--- src/rtl/sad_accum.sv ---
// sad_accum: block sum-of-absolute-differences accumulator with valid/ready handshakes.
// Define SAD_MAX_EN to add out_max, the largest sample of each block.
module sad_accum #(
    parameter int DW        = 8,
    parameter int BLOCK_LEN = 16
) (
    input  logic                              clk,
    input  logic                              rst_n,
    input  logic                              in_valid,
    output logic                              in_ready,
    input  logic [DW-1:0]                     in_diff,
    input  logic                              flush,
    output logic                              out_valid,
    input  logic                              out_ready,
`ifdef SAD_MAX_EN
    output logic [DW-1:0]                     out_max,
`endif
    output logic [DW+$clog2(BLOCK_LEN)-1:0]   out_sum
);
    localparam int SW = DW + $clog2(BLOCK_LEN);
    localparam int CW = $clog2(BLOCK_LEN);

    typedef enum logic [1:0] {IDLE, ACCUM, HOLD} state_t;

    state_t          state, state_nx;
    logic [CW-1:0]   cnt, cnt_nx;
    logic [SW-1:0]   acc, acc_nx, sum_nx, ext;
    logic            beat, take, last;

    assign in_ready  = (state != HOLD) || out_ready;
    assign out_valid = (state == HOLD);
    assign beat      = in_valid && in_ready && !flush;
    assign take      = out_valid && out_ready;
    assign last      = cnt == CW'(BLOCK_LEN - 1);
    assign ext       = SW'(in_diff);

`ifdef SAD_MAX_EN
    logic [DW-1:0] mx, mx_nx, omax_nx, mx_new;
    assign mx_new = (in_diff > mx) ? in_diff : mx;
`endif

    always_comb begin
        state_nx = state;
        cnt_nx   = cnt;
        acc_nx   = acc;
        sum_nx   = out_sum;
`ifdef SAD_MAX_EN
        mx_nx    = mx;
        omax_nx  = out_max;
`endif
        if (flush) begin
            // a pending result survives flush; only the partial block is dropped
            state_nx = (state == HOLD && !take) ? HOLD : IDLE;
            cnt_nx   = '0;
            acc_nx   = '0;
`ifdef SAD_MAX_EN
            mx_nx    = '0;
`endif
        end else if (state == HOLD) begin
            if (take) begin
                state_nx = beat ? ACCUM : IDLE;
                cnt_nx   = beat ? CW'(1) : '0;
                acc_nx   = beat ? ext : '0;
`ifdef SAD_MAX_EN
                mx_nx    = beat ? in_diff : '0;
`endif
            end
        end else if (beat) begin
            state_nx = last ? HOLD : ACCUM;
            cnt_nx   = last ? '0 : cnt + 1'b1;
            acc_nx   = last ? '0 : acc + ext;
            sum_nx   = last ? acc + ext : out_sum;
`ifdef SAD_MAX_EN
            mx_nx    = last ? '0 : mx_new;
            omax_nx  = last ? mx_new : out_max;
`endif
        end
    end

    always_ff @(posedge clk or negedge rst_n) begin
        if (!rst_n) begin
            state   <= IDLE;
            cnt     <= '0;
            acc     <= '0;
            out_sum <= '0;
`ifdef SAD_MAX_EN
            mx      <= '0;
            out_max <= '0;
`endif
        end else begin
            state   <= state_nx;
            cnt     <= cnt_nx;
            acc     <= acc_nx;
            out_sum <= sum_nx;
`ifdef SAD_MAX_EN
            mx      <= mx_nx;
            out_max <= omax_nx;
`endif
        end
    end
endmodule

--- config.mk ---
export PLATFORM = sky130hd
export DESIGN_NAME = sad_accum
export DESIGN_NICKNAME = d
export VERILOG_FILES = /design/src/rtl/sad_accum.sv
export SDC_FILE = /design/constraint.sdc
export NUM_CORES = 1
export LEC_CHECK = 0
export BUFFER_PORTS_ARGS = -buffer_cell sky130_fd_sc_hd__buf_2
export CORE_MARGIN = 4
export CORE_UTILIZATION = 30
export CTS_CLUSTER_DIAMETER = 60
export DETAILED_ROUTE_END_ITERATION = 6
export MAX_ROUTING_LAYER = met4
export PLACE_DENSITY = 0.5
export SETUP_SLACK_MARGIN = 0.3
export SLEW_MARGIN = 20
export SYNTH_ARGS = -nofsm -noshare
export SYNTH_HDL_FRONTEND = slang
export SYNTH_SLANG_ARGS = --single-unit
--- constraint.sdc ---
create_clock -name clk -period 2.9 [get_ports clk]
set_clock_uncertainty 0.1 [all_clocks]
set_input_delay 0.87 -clock clk [delete_from_list [all_inputs] [get_ports clk]]
set_output_delay 0.87 -clock clk [all_outputs]
set_load 0.05 [all_outputs]
==> out/results.ini, run 1 <==
[clocking]
cts_setup_buffers=0
cts_hold_buf=0
clkTransAtPathRegs_ns=0.07
cts_buffers=5
htreeDepth=2
ctsLongestPathBuffers=2
clockRootBuffer=clkbuf_8
clkLatencyLatePin_ns=0.28
cts_tree=yes
cts_sinks=30

[layout]
fillers=635
drive_gt1_frac=0.1899
fin_nets=259
layout.cells.non_filler=312
antenna_cells=0
syn2layout_area_growth_pct=19.34

[floorplan]
die_y_um=85.71
placeableCoreArea_sq_um=5886
die_area_sq_um=7346
row_count=28
initial_core_util=0.3078
chipWidth_um=85.71
num_io_pins=27

[sta]
worst_pin_slew_ns=0.6994
rsz0062_at_grt=false
finalCriticalPeriod_ns=2.549
setup_violations=0
finalHoldViolCount=0
final.period_utilization=0.8790
maxSlewHeadroom=0.5317
fmax_mhz=392.3
fin_tns_setup_ns=0
drv_slew=0
fin_ws_ns=0.3509

[place]
dp_cells=304
post-place-ws_ns=0.04205
portBuffers=26
hpwl_mm=3.223
gp_congestion=0.7565

[yosys]
synthesis.instances=207
yosysWarnings=0
yosys.area_share.simple=0.1954
avgSynthCellArea_sq_um=8.752
synth_edf_count=0
synth_top_family_by_area=compound AO/OA/AOI/OAI gates
synth_compound_area_frac=0.2079
async_flop_share=1.000
ys_seq_area_frac=0.4144
ys_ff_latch=30
synth-xor-area-share=0.04834
synth_cell_type_count=39
synth_top_area_share=0.4144
synth_mux_area_frac=0.01657
synth_common_cells=nand2_1 (31), dfrtp_1 (30), o21ai_0 (23)
synth_nets=230
synth_most_common_cell=nand2_1
synthFlopType=dfrtp_1
ys_top_cells_by_area=dfrtp_1 (41%), nand2_1 (6.4%), o21ai_0 (6.4%), ha_1 (6.2%), a21oi_1 (3.9%)
synth_top_cell_by_area=dfrtp_1
netlist_area_sq_um=1812
synthAdderAreaFrac=0.07320

[critical_path]
critPathKind=input port to output pin
cp.arrival_ns=1.58
path_max_fanout=8
worstSetupEndpointType=output pin
required_ns=1.93
cp-start-kind=input port

[global_routing]
grt_pass1_wl_mm=7.238
track_usage=0.1315
grt_max_degree=31
overflow=0
antenna_found_initial=0
grt_pass1_vias=1501

[status]
status=completed

[routing]
ant_nets=0
drt_wl_total_mm=4.308
drc=0
via_per_inst=4.952
vias=1545
dr.pass1.iters=4
wl_per_cell_um=13.81
drt_iter0_markers=55

[flow_run]
cap_violations=0

[power_and_ir_drop]
power_density_nw_per_um2=546.9
p_leak_nw=1.015
max-vdd-ir-drop_mv=0.2754

[hold_path]
hold_path_class=flop to flop

## sequential cells by signal (all words and copies together), names as in the netlist
name	count
acc	12
cnt	4
out_sum	12
state	2
## per-layer routing
layer / GRT usage / up-vias / routed length, um
met1: 0.1758 / 702 / 2149
met3: 0.02882 / 5 / 197
met2: 0.1935 / 32 / 1904
li1: - / 806 / -
met4: 0.05180 / 0 / 57
met5: - / - / 0
## cells in the final DEF (no fill, tap or decap), types with 2 or more instances in the layout
cell type / netlist / routed
nand4_1: 4 / 4
xor2_1: 6 / 6
inv_1: 10 / 10
clkinv_2: 0 / 2
o211ai_1: 6 / 6
clkbuf_8: 0 / 5
o21a_1: 2 / 2
o21ai_0: 23 / 23
dfrtp_1: 30 / 30
and3_1: 3 / 3
nand3_1: 9 / 9
or3_1: 3 / 3
buf_2: 7 / 24
a21o_1: 3 / 3
a31oi_1: 3 / 3
o22ai_1: 2 / 2
buf_4: 0 / 5
nor3_1: 6 / 6
o221ai_1: 2 / 2
nor2_1: 6 / 6
nor2b_1: 2 / 2
nand2b_1: 3 / 3
ha_1: 9 / 9
mux2i_1: 3 / 3
o311ai_1: 2 / 2
nand2_1: 31 / 31
a21oi_1: 14 / 13
xnor2_1: 4 / 4
## worst max-delay path, cell delays in order
cell and delay (ns):
buf_6 0.11, or3b_4 0.43, buf_8 0.17
## repair_timing
action                                 4_1_cts  5_1_grt
endpoints found under the hold margin        0        0
pin swaps                                    0        1
setup endpoints to repair                    1        3
gates resized for setup                      3        5
## layout make-up
cell class | count | area (sq um) | share of cell area
multi-input cells | 158 | 987.2 | 0.4566
inverters | 10 | 37.54 | 0.01736
well taps | 75 | 93.84 | 0.04340
flip-flops and latches | 30 | 750.7 | 0.3472
clock inverters | 3 | 40.04 | 0.01852
clock buffers | 5 | 68.82 | 0.03183
repair buffers | 31 | 183.9 | 0.08507
## cells by family after synthesis
group	after synthesis
compound gates	62
xor+xnor	10
fa+ha+maj	10
buf+inv	19
flops	30
mux	3
simple gates	73
## path summary, 6_finish.rpt
| kind | depth (start not counted) | to | slack, ns | start |
|---|---|---|---|---|
| setup / recovery | 3 | in_ready | 0.35 | out_ready |
| hold / removal | 2 | out_sum[8]$_DFFE_PN0P_ | 0.37 | out_sum[8]$_DFFE_PN0P_ |
| setup reg to reg | 8 | acc[10]$_DFFE_PN0P_ | 0.73 | acc[0]$_DFFE_PN0P_ |
| hold reg to reg | 2 | out_sum[8]$_DFFE_PN0P_ | 0.37 | out_sum[8]$_DFFE_PN0P_ |
| max in group asynchronous | 1 | cnt[0]$_DFFE_PN0P_ | 1.72 | rst_n |
| min in group asynchronous | 1 | out_sum[2]$_DFFE_PN0P_ | 0.53 | rst_n |
## power breakdown
part | internal (mW) | switching [mW] | leakage, nW | total, mW
Clock | 0.252 | 0.160 | 0.0579 | 0.412
Combinational | 0.113 | 0.192 | 0.553 | 0.305
Sequential | 0.447 | 0.0185 | 0.404 | 0.466
Total | 0.813 | 0.370 | 1.02 | 1.18
## stage by stage
stage	instance area (sq um)	utilization	hold slack (ns)	power [mW]
after floorplan	1812	-	0.3530	0.6866
after global placement	2031	0.3450	0.3590	0.7754
after detailed placement	2031	0.3450	0.3655	0.7770
after CTS	2148	0.3650	0.3819	1.200
after global routing	2162	0.3673	0.4084	1.258
final	2162	0.3673	0.3707	1.182
Note: power is estimated with default switching activity, not from simulation.
==> inputs of run 2 (changes only) <==
- PLACE_DENSITY: 0.5 -> 0.52
- clock period: 2.9 -> 2.1 ns (I/O delays scaled with it)
==> out/results.ini, run 2 (synthesis gave the netlist of run 1 again) <==
[status]
status=completed  ; unchanged

[clocking]
clkTransAtPathRegs_ns=0.07  ; about the same
cts_buffers=5  ; unchanged
ctsLongestPathBuffers=2  ; unchanged
clkLatencyLatePin_ns=0.29  ; was 0.28 ns
cts_tree=yes  ; unchanged
cts_sinks=30  ; unchanged
htreeDepth=2  ; unchanged
clockRootBuffer=clkbuf_8  ; unchanged

[flow_run]
cap_violations=0  ; unchanged

[critical_path]
reg2reg_slack_ns=0.12  ; was 0.73 ns
r2r-start=acc[0]$_DFFE_PN0P_  ; unchanged
cp-start-kind=input port  ; unchanged
path_max_fanout=2  ; was 8
ff2ff_path_depth=8  ; unchanged
reg2reg_to=acc[10]$_DFFE_PN0P_  ; unchanged
required_ns=1.37  ; was 1.93 ns
cp.arrival_ns=1.28  ; was 1.58 ns
critPathKind=input port to output pin  ; unchanged
worstSetupEndpointType=output pin  ; unchanged

[global_routing]
track_usage=0.1495  ; was 0.1315
grt_pass1_wl_mm=8.404  ; was 7.238 mm
grt_pass1_vias=1758  ; was 1,501
grt_max_degree=22  ; was 31
overflow=0  ; unchanged
antenna_found_initial=0  ; unchanged

[routing]
wl_per_cell_um=14.25  ; was 13.81 um
ant_nets=0  ; unchanged
dr.pass1.iters=4  ; unchanged
vias=1714  ; was 1,545
drt_wl_total_mm=4.872  ; was 4.308 mm
via_per_inst=5.012  ; was 4.952
drt_iter0_markers=68  ; was 55
drc=0  ; unchanged

[hold_path]
hold_path_class=input port to async pin  ; was flop to flop

[sta]
rsz0062_at_grt=true  ; was false
worst_pin_slew_ns=0.3834  ; was 0.6994 ns
setup_violations=0  ; unchanged
fin_ws_ns=0.09100  ; was 0.3509 ns
final.period_utilization=0.9567
finalHoldViolCount=0  ; unchanged
fmax_mhz=497.8
drv_slew=0  ; unchanged
fin_tns_setup_ns=0  ; unchanged
maxSlewHeadroom=0.7437  ; was 0.5317
finalCriticalPeriod_ns=2.009

[power_and_ir_drop]
power.share.sequential=0.362  ; was 0.394
p_leak_nw=1.206  ; was 1.015 nW
swShare=0.3432  ; was 0.3126
clock_power_share=0.274  ; was 0.348
power_frac_comb=0.365  ; was 0.258
intPower_mw=1.187  ; was 0.8128 mW
max-vdd-ir-drop_mv=0.3697  ; was 0.2754 mV
power_density_nw_per_um2=670.7  ; was 546.9 nW/um^2
p_sw_mw=0.6200  ; was 0.3696 mW

[floorplan]
row_count=28  ; unchanged
chipWidth_um=85.71  ; unchanged
num_io_pins=27  ; unchanged
die_area_sq_um=7346  ; unchanged
die_y_um=85.71  ; unchanged
placeableCoreArea_sq_um=5886  ; unchanged
initial_core_util=0.3078  ; unchanged

[layout]
fin_nets=289  ; was 259
reg_top3=acc (12), out_sum (12), cnt (4)  ; unchanged
antenna_cells=0  ; unchanged
syn2layout_area_growth_pct=48.69  ; was 19.34%
most-common-layout-cells=nand2_1 (31), buf_4 (31), dfrtp_1 (30)  ; was nand2_1 (31), dfrtp_1 (30), buf_2 (24)
drive_gt1_frac=0.3895  ; was 0.1899
layout.cells.non_filler=342  ; was 312

[place]
dp_cells=324  ; was 304
post-place-ws_ns=-0.2939  ; was 0.04205 ns
portBuffers=26  ; unchanged
gp_congestion=0.8239  ; was 0.7565
hpwl_mm=3.679  ; was 3.223 mm

[run 2: worst max-delay path: stages]
cell	delay [ns]
buf_6	0.09
or3b_4	0.39
buf_8	0.17
[run 2: final cells by class]
| cell class | instances | area (sq um) |
|---|---|---|
| Inverter | 10 | 42.54 |
| Tap cell | 75 | 93.84 |
| Clock inverter | 2 | 12.51 |
| Multi-Input combinational cell | 158 | 1246 |
| Fill cell | 600 | 3192 |
| Timing Repair Buffer | 61 | 465.4 |
| Sequential cell | 30 | 750.7 |
| Clock buffer | 6 | 82.58 |
[run 2: what timing repair did]
action                                 in CTS  in global routing
resized for setup                          24                 18
buffers inserted                            6                  4
hold buffers                                0                  0
endpoints found under the hold margin       0                  0
pin swaps                                  19                 10
cloned                                      0                  0
setup endpoints to repair                  25                 29
[run 2: layer usage]
layer,vias to the layer above,GRT usage,part of all wire
met3,9,0.02690,0.032
li1,858,-,-
met1,823,0.1838,0.46
met2,24,0.2408,0.48
met5,-,-,0
met4,0,0.06475,0.021
[run 2: worst max path at each step]
| stage | start | endpoint | cells past startpoint |
|---|---|---|---|
| global placement | in_diff[0] | acc[8]$_DFFE_PN0P_ | 9 |
| detailed placement | in_diff[0] | acc[8]$_DFFE_PN0P_ | 9 |
| CTS | out_ready | in_ready | 3 |
| global route | state[1]$_DFFE_PN0P_ | in_ready | 2 |
| floorplan | in_diff[0] | acc[10]$_DFFE_PN0P_ | 8 |
| finish | out_ready | in_ready | 3 |
[run 2: power by group through the flow]
stage / Combinational [mW] / Clock, mW / Sequential, mW
6_report: 0.659 / 0.494 / 0.654
5_1_grt: 0.725 / 0.536 / 0.659
4_1_cts: 0.609 / 0.508 / 0.653
3_5_place_dp: 0.559 / 0 / 0.664
3_3_place_gp: 0.556 / 0 / 0.663
2_1_floorplan: 0.353 / 0 / 0.689
[run 2: stage by stage]
| stage | util | total power, mW | cell area [sq um] | hold WS [ns] |
|---|---|---|---|---|
| floorplan | - | 1.042 | 1988 | 0.2344 |
| global placement | 0.3988 | 1.219 | 2347 | 0.3579 |
| detailed placement | 0.3988 | 1.223 | 2347 | 0.3660 |
| CTS | 0.4375 | 1.769 | 2575 | 0.1628 |
| global route | 0.4577 | 1.920 | 2694 | 0.1781 |
| finish | 0.4577 | 1.807 | 2694 | 0.1469 |
==> inputs of run 3 (changes only) <==
- CORE_UTILIZATION: 30 -> 25
- PLACE_DENSITY: 0.52 -> 0.46
==> out/results.ini, run 3 (synthesis gave the netlist of run 1 again) <==
[critical_path]
cp_slowest_stage_delay_ns=0.38  ; was 0.39 ns
crit_chain=buf_6 -> or3b_4 -> buf_8  ; unchanged
required_ns=1.37  ; about the same
critPathKind=input port to output pin  ; unchanged
slowest_stage=or3b_4  ; unchanged
cp.arrival_ns=1.27  ; was 1.28 ns
path_max_fanout=2  ; unchanged
worstSetupEndpointType=output pin  ; unchanged
cp-start-kind=input port  ; unchanged

[hold_path]
hold_path_class=input port to async pin  ; unchanged

[status]
status=completed  ; unchanged

[routing]
ant_nets=0  ; unchanged
drt_wl_total_mm=4.929  ; was 4.872 mm
via_per_inst=4.624  ; was 5.012
drc=0  ; unchanged
vias=1720  ; was 1,714
dr.pass1.iters=4  ; unchanged
wl_per_cell_um=13.25  ; was 14.25 um
drt_iter0_markers=34  ; was 68

[layout]
antenna_cells=0  ; unchanged
layout_commonest_cell=buf_4
syn2layout_area_growth_pct=53.31  ; was 48.69%
stdcell_area_sq_um=2778  ; was 2694 sq um
drive_gt1_frac=0.4022  ; was 0.3895
reg_top3=acc (12), out_sum (12), cnt (4)  ; unchanged
fin_util=0.4022  ; was 0.4577
most-common-layout-cells=buf_4 (42), nand2_1 (31), dfrtp_1 (30)  ; was nand2_1 (31), buf_4 (31), dfrtp_1 (30)
fin_nets=298  ; was 289

[power_and_ir_drop]
power_density_nw_per_um2=684.3  ; was 670.7 nW/um^2
fin_total_pwr_mw=1.901  ; was 1.807 mW
max-vdd-ir-drop_mv=0.2983  ; was 0.3697 mV
p_leak_nw=1.251  ; was 1.206 nW

[floorplan]
num_io_pins=27  ; unchanged
initial_core_util=0.2623  ; was 0.3078
die_y_um=93.13  ; was 85.71 um
chipWidth_um=93.13  ; was 85.71 um
placeableCoreArea_sq_um=6907  ; was 5886 sq um
die_area_sq_um=8673  ; was 7346 sq um
row_count=30  ; was 28

[place]
place_area_sq_um=2436  ; was 2347 sq um
gp_congestion=0.7824  ; was 0.8239
post-place-ws_ns=-0.3214  ; was -0.2939 ns
hpwl_mm=3.813  ; was 3.679 mm
portBuffers=26  ; unchanged

[global_routing]
grt_max_degree=31  ; was 22
grt_pass1_wl_mm=8.245  ; was 8.404 mm
grt_pass1_vias=1692  ; was 1,758
overflow=0  ; unchanged
antenna_found_initial=0  ; unchanged
track_usage=0.1238  ; was 0.1495

[sta]
maxSlewHeadroom=0.7291  ; was 0.7437
worst_pin_slew_ns=0.4063  ; was 0.3834 ns
finalCriticalPeriod_ns=2.001  ; was 2.009 ns
fmax_mhz=499.7  ; was 497.8 MHz
final.period_utilization=0.9530  ; was 0.9567
finalHoldViolCount=0  ; unchanged
drv_slew=0  ; unchanged
fin_ws_ns=0.09862  ; was 0.09100 ns
setup_violations=0  ; unchanged
rsz0062_at_grt=true  ; unchanged

[clocking]
cts_sinks=30  ; unchanged
htreeDepth=2  ; unchanged
clockRootBuffer=clkbuf_8  ; unchanged
cts_tree=yes  ; unchanged
ctsLongestPathBuffers=2  ; unchanged
clkTransAtPathRegs_ns=0.07  ; about the same
cts_buffers=5  ; unchanged
clkLatencyLatePin_ns=0.28  ; was 0.29 ns
cts_hold_buf=0  ; unchanged

[flow_run]
cap_violations=0  ; unchanged

[run 3: cell type report]
class,instances,area [sq um]
Multi-Input combinational cell,158,1225
Clock inverter,3,40.04
Timing Repair Buffer,70,533.0
Fill cell,726,4129
Sequential cell,30,750.7
Tap cell,96,120.1
Inverter,10,40.04
Clock buffer,5,68.82
[run 3: stage by stage]
| stage | std cells | hold slack [ns] | TNS (ns) |
|---|---|---|---|
| 2_1_floorplan | 207 | 0.2344 | -0.1389 |
| 3_3_place_gp | 355 | 0.3555 | -2.190 |
| 3_5_place_dp | 355 | 0.3605 | -2.447 |
| 4_1_cts | 369 | 0.2767 | 0 |
| 5_1_grt | 372 | 0.2872 | 0 |
| 6_report | 372 | 0.2622 | 0 |
[run 3: worst paths after layout]
check	cells past startpoint	startpoint	end	slack, ns
max	3	out_ready	in_ready	0.1
min	2	rst_n	out_sum[10]$_DFFE_PN0P_	0.26
max reg2reg	9	acc[0]$_DFFE_PN0P_	acc[6]$_DFFE_PN0P_	0.14
min reg2reg	2	out_sum[0]$_DFFE_PN0P_	out_sum[0]$_DFFE_PN0P_	0.37
max in group asynchronous	2	rst_n	acc[0]$_DFFE_PN0P_	1.34
min in group clk	2	out_sum[0]$_DFFE_PN0P_	out_sum[0]$_DFFE_PN0P_	0.37
[run 3: per-layer routing]
metal | GRT usage | wire length [um]
met3 | 0.02977 | 170
met2 | 0.1872 | 2217
met5 | - | 0
met1 | 0.1677 | 2484
met4 | 0.02930 | 57
[run 3: critical path: cells and delay by family]
kind / cells / cell delay, ns
buffers and inverters: 2 / 0.25
and+or+nand+nor: 1 / 0.38
[run 3: where the power goes]
part	internal [mW]	total [mW]	switching, mW
combinational	0.329	0.672	0.343
clock	0.349	0.576	0.228
sequential	0.617	0.652	0.0349
[run 3: what timing repair did]
item,4_1_cts,5_1_grt
resized for setup,28,12
setup buffers,6,3
setup endpoints to repair,15,28
pin swaps,16,17
